<file path="src/rtl/mem_port_arbiter_pkg.sv">
// rtl/mem_port_arbiter_pkg.sv - shared state encoding and defaults for the memory port arbiter
package mem_port_arbiter_pkg;

    typedef enum logic [1:0] {
        ST_IDLE    = 2'd0,
        ST_BUSY_IF = 2'd1,
        ST_BUSY_DM = 2'd2
    } arb_state_t;

    localparam int DEFAULT_STARVE_LIMIT = 4;

    // Counter must hold values 0..limit inclusive; never narrower than one bit.
    function automatic int starve_cnt_width(input int limit);
        return (limit < 1) ? 1 : $clog2(limit + 1);
    endfunction

endpackage

</file>
<file path="src/rtl/mem_port_arbiter.sv">
// rtl/mem_port_arbiter.sv - arbitrates instruction fetch and data accesses onto one memory port
module mem_port_arbiter
    import mem_port_arbiter_pkg::*;
#(
    parameter int STARVE_LIMIT = DEFAULT_STARVE_LIMIT,
    parameter int AW           = 32
) (
    input  logic          clk,
    input  logic          rst,

    input  logic          if_req,
    input  logic [AW-1:0] if_addr,
    output logic          if_ready,
    output logic [AW-1:0] if_rdata,

    input  logic          dm_req,
    input  logic          dm_we,
    input  logic [AW-1:0] dm_addr,
    input  logic [AW-1:0] dm_wdata,
    output logic          dm_ready,
    output logic [AW-1:0] dm_rdata,

    output logic          mem_req,
    output logic          mem_we,
    output logic [AW-1:0] mem_addr,
    output logic [AW-1:0] mem_wdata,
    input  logic [AW-1:0] mem_rdata,
    input  logic          mem_ready,

    output logic          stall
);

    localparam int            CW      = starve_cnt_width(STARVE_LIMIT);
    localparam logic [CW-1:0] LIMIT_C = CW'(STARVE_LIMIT);

    arb_state_t    state;
    logic [CW-1:0] starve_cnt;
    logic          dm_win;
    logic          can_grant;

    // Data side wins unless a waiting fetch has already been passed over LIMIT times.
    assign dm_win    = dm_req && ((starve_cnt < LIMIT_C) || !if_req);
    // The ready-pulse cycle is kept idle so a requester still holding req is not re-granted.
    assign can_grant = !if_ready && !dm_ready;

    assign stall = (if_req & ~if_ready) | (dm_req & ~dm_ready);

    always_ff @(posedge clk) begin
        if (rst) begin
            state      <= ST_IDLE;
            starve_cnt <= '0;
            mem_req    <= 1'b0;
            mem_we     <= 1'b0;
            mem_addr   <= '0;
            mem_wdata  <= '0;
            if_ready   <= 1'b0;
            dm_ready   <= 1'b0;
            if_rdata   <= '0;
            dm_rdata   <= '0;
        end else begin
            if_ready <= 1'b0;
            dm_ready <= 1'b0;
            case (state)
                ST_IDLE: begin
                    if (can_grant) begin
                        if (dm_win) begin
                            state     <= ST_BUSY_DM;
                            mem_req   <= 1'b1;
                            mem_we    <= dm_we;
                            mem_addr  <= dm_addr;
                            mem_wdata <= dm_wdata;
                            if (if_req && (starve_cnt != LIMIT_C)) begin
                                starve_cnt <= starve_cnt + CW'(1);
                            end
                        end else if (if_req) begin
                            state      <= ST_BUSY_IF;
                            mem_req    <= 1'b1;
                            mem_we     <= 1'b0;
                            mem_addr   <= if_addr;
                            mem_wdata  <= '0;
                            starve_cnt <= '0;
                        end
                    end
                end
                ST_BUSY_IF: begin
                    if (mem_ready) begin
                        state    <= ST_IDLE;
                        mem_req  <= 1'b0;
                        if_ready <= 1'b1;
                        if_rdata <= mem_rdata;
                    end
                end
                ST_BUSY_DM: begin
                    if (mem_ready) begin
                        state    <= ST_IDLE;
                        mem_req  <= 1'b0;
                        dm_ready <= 1'b1;
                        if (!mem_we) begin
                            dm_rdata <= mem_rdata;
                        end
                    end
                end
                default: begin
                    state   <= ST_IDLE;
                    mem_req <= 1'b0;
                end
            endcase
        end
    end

endmodule

</file>
<file path="config.mk">
export PLATFORM = sky130hd
export DESIGN_NAME = mem_port_arbiter
export DESIGN_NICKNAME = d
export VERILOG_FILES = /design/src/rtl/mem_port_arbiter_pkg.sv /design/src/rtl/mem_port_arbiter.sv
export SDC_FILE = /design/constraint.sdc
export NUM_CORES = 1
export LEC_CHECK = 0
export BUFFER_PORTS_ARGS = -buffer_cell sky130_fd_sc_hd__buf_4
export CORE_MARGIN = 1
export CORE_UTILIZATION = 47
export CTS_BUF_LIST = sky130_fd_sc_hd__clkbuf_8
export CTS_CLUSTER_SIZE = 28
export DETAILED_ROUTE_END_ITERATION = 7
export PLACE_DENSITY = 0.78
export SYNTH_ARGS = -nofsm -noshare
export SYNTH_HDL_FRONTEND = slang
export SYNTH_SLANG_ARGS = --single-unit
export TNS_END_PERCENT = 10
</file>
<file path="constraint.sdc">
create_clock -name clk -period 1.8 [get_ports clk]
set_input_delay 0.27 -clock clk [delete_from_list [all_inputs] [get_ports clk]]
set_output_delay 0.27 -clock clk [all_outputs]
set_load 0.02 [all_outputs]
</file>
==> metrics.md <==
| Metric | Value |
|---|---|
| Worst skew pair latency | 0.44 ns |
| Crit-path max FO | 43 |
| Sw Pwr | 2210 uW |
| Die H | 107 microns |
| H-tree depth | 4 |
| Reg clk slew, reported paths | 0.07 ns |
| Hold Crit Class | in -> reg |
| CTS sink count | 137 |
| Tot GR Track Use | 28.0% |
| Max Fclk | 0.658 GHz |
| Lkg Pwr | 0.00341 uW |
| Placeable Area | 0.0108 sq mm |
| TritonCTS clock tree | yes |
| Pwr Total | 7750 uW |
| Final WS setup | 0.280 ns |
| Minimum clock period | 1.52 ns |
| Sw Ratio | 28.5% |
| Clk buf depth | 2 |
| Initial antenna violation count | 0 |
| Arr. time, crit path | 1.86 ns |
| Setup violators final | 0 |
| Yosys top cell by area | dfxtp_1 |
| Starting density of the core | 48.0% |
| Async set-reset flop share out of synthesis | 0% |
| Row count | 38 |
| Kind of critical path | reg -> reg |
| Fill cells | 861 |
| Max-slew headroom | 71.4% |
| Final worst clock skew | 0.00816 ns |
| Run status | finished, final reports clean |
| Flop pwr share | 43.7% |
| Die W | 107 microns |
| I/O pins | 267 |
| Nets | 1,042 |
| Met3 Track Usage GR | 10.0% |
| Post CTS Setup Buffer Count | 0 |
| Post-synth top cells | nand2_1, dfxtp_1, a21oi_1 |
| Share of the synthesized area in the top cell type | 52.7% |
| Setup WS pre-CTS | 0.318 ns |
| Synthesized Nets | 797 |
| Post-route setup TNS | 0 ns |
| Int Pwr | 5540 uW |
| Share of layout cells above drive strength 1 | 34.8% |
| Most numerous cell in the Yosys netlist | nand2_1 |
| Ys flop type | dfxtp_1 |
| Final Hold Viols | 0 |
| IO buf count | 266 |
| Initial DRC count | 383 |
| Mapped Cells | 658 |
| Maximum vdd ir drop | 0.663 mV |
| Top cells by area, synth | dfxtp_1, nand2_1, a21oi_1 |
| Vias | 5,461 |
| First-pass GRT wire length | 24,900 microns |
| Met2 global-route usage | 48.2% |
| CTS Hold Bufs | 0 |
| Yosys reg bits | 137 |
| Post-synthesis sequential area ratio | 52.7% |
| Largest net degree at the start of global routing | 56 |
| Syn avg cell area | 7.92 sq um |
| Met1 Resource Use GR | 30.2% |
| ANT nets after route | 0 |
| Diodes inserted | 0 |
| Vias/cell | 5.17 |
| Total wire length | 16,200 microns |
| GP Congestion | 0.839 |
| RSZ-0062 raised after global routing | false |
| Final period utilization | 84.5% |
| Critical Path RT | 2.14 ns |
| Number of synthesized flops with an enable pin | 0 |
| Post-DP HPWL | 11,500 microns |
| Total grt overflow | 0 |
| Max Cap Viol | 0 |
| Resized cells post-CTS | 0 |
| Total die area | 0.0115 sq mm |
| Slew Viols, Final | 0 |
| CTS buffer count | 17 |
| Vias in the first global route | 5,147 |
| Gate power share | 22.1% |
| Cell Area, Synth | 0.00521 sq mm |
| P&R area growth vs syn | 48.5% |
| DRC viols | 0 |
| Total power per unit cell area | 1000 mW/mm^2 |
| Ys Warns | 0 |
| CTS root buffer | clkbuf_8 |
| GRT busiest layer | met2 |
| Worst Tran Pin Value | 0.429 ns |
| Clock power frac | 34.2% |
| Crit path launch type | flip-flop |
| CP Capture Type | flip-flop |
| Avg WL per Cell | 15.3 microns |
| Synth cell types | 27 |
| 1st-pass router iterations | 5 |
==> through the flow <==
stage | utilization, % | area, sq um | hold slack (ns) | cells
after CTS | 71.3 | 7730 | 0.0550 | 1056
after global placement | 67.4 | 7310 | 0.437 | 1024
after detailed placement | 67.4 | 7310 | 0.445 | 1024
after global routing | 71.3 | 7730 | 0.0596 | 1056
after floorplan | - | 5210 | 0.406 | 658
final | 71.3 | 7730 | 0.0829 | 1056
==> per-layer routing <==
layer,wire length (microns),up-vias
met3,1520,43
met5,0,-
met2,8050,239
li1,-,2675
met4,552,0
met1,6050,2504
==> power by group through the flow <==
stage	clock network, uW	logic, uW	registers (uW)
2_1_floorplan	0	695	3700
3_3_place_gp	0	1670	3450
3_5_place_dp	0	1710	3460
4_1_cts	2700	1720	3390
5_1_grt	2830	1840	3410
6_report	2650	1710	3390
==> cells in the final DEF (no fill, tap or decap), drive strengths merged <==
cell type / count
buf: 282
nand2: 197
dfxtp: 137
a21oi: 134
nor2: 39
nand3: 36
a211oi: 32
clkbuf: 22
inv: 8
ha: 5
clkinv: 5
o21ai: 3
bufinv: 3
nand2b: 2
o22ai: 1
and3b: 1
a21bo: 1
a311oi: 1
nand3b: 1
and2: 1
nor2b: 1
o31a: 1
and3: 1
mux2i: 1
or2: 1
==> cell type report <==
cell class	instances	area, sq um	share of cell area (%)
multi-input cells	459	2180	28.1
clock buffers	22	303	3.92
repair buffers	282	2190	28.3
well taps	140	175	2.27
inverters	6	22.5	0.291
clock inverters	10	123	1.59
flip-flops and latches	137	2740	35.5
==> critical path: stages, from the launching register on <==
cell and delay [ns]:
dfxtp_1 0.37, inv_1 0.08, ha_1 0.23, nand3b_1 0.17
buf_12 0.24, a21oi_1 0.06, a211oi_1 0.26
==> logic make-up after synthesis <==
kind of cell             share of synthesized area (%)
AO/OA/AOI/OAI                                     18.6
flip-flops                                        52.7
buffers and inverters                             5.79
AND/OR/NAND/NOR                                   21.5
multiplexers                                     0.192
adder cells (fa/ha/maj)                           1.20
==> worst paths after layout <==
check | from | endpoint | slack (ns) | cells after the start
min | mem_rdata[11] | dm_rdata[11]$_SDFFE_PP0P_ | 0.08 | 3
max reg2reg | state[0]$_SDFFE_PP0P_ | mem_addr[30]$_SDFFE_PP0P_ | 0.28 | 6
max | state[0]$_SDFFE_PP0P_ | mem_addr[30]$_SDFFE_PP0P_ | 0.28 | 6
min reg2reg | mem_wdata[14]$_SDFFE_PP0P_ | mem_wdata[14]$_SDFFE_PP0P_ | 0.45 | 2
==> state kept, by name, summed over array words and instances, names as in the netlist <==
signal      cells
dm_rdata       32
dm_ready        1
if_rdata       32
if_ready        1
mem_addr       32
mem_req         1
mem_wdata      32
mem_we          1
starve_cnt      3
state           2
Power figures use the tool's default switching activity.
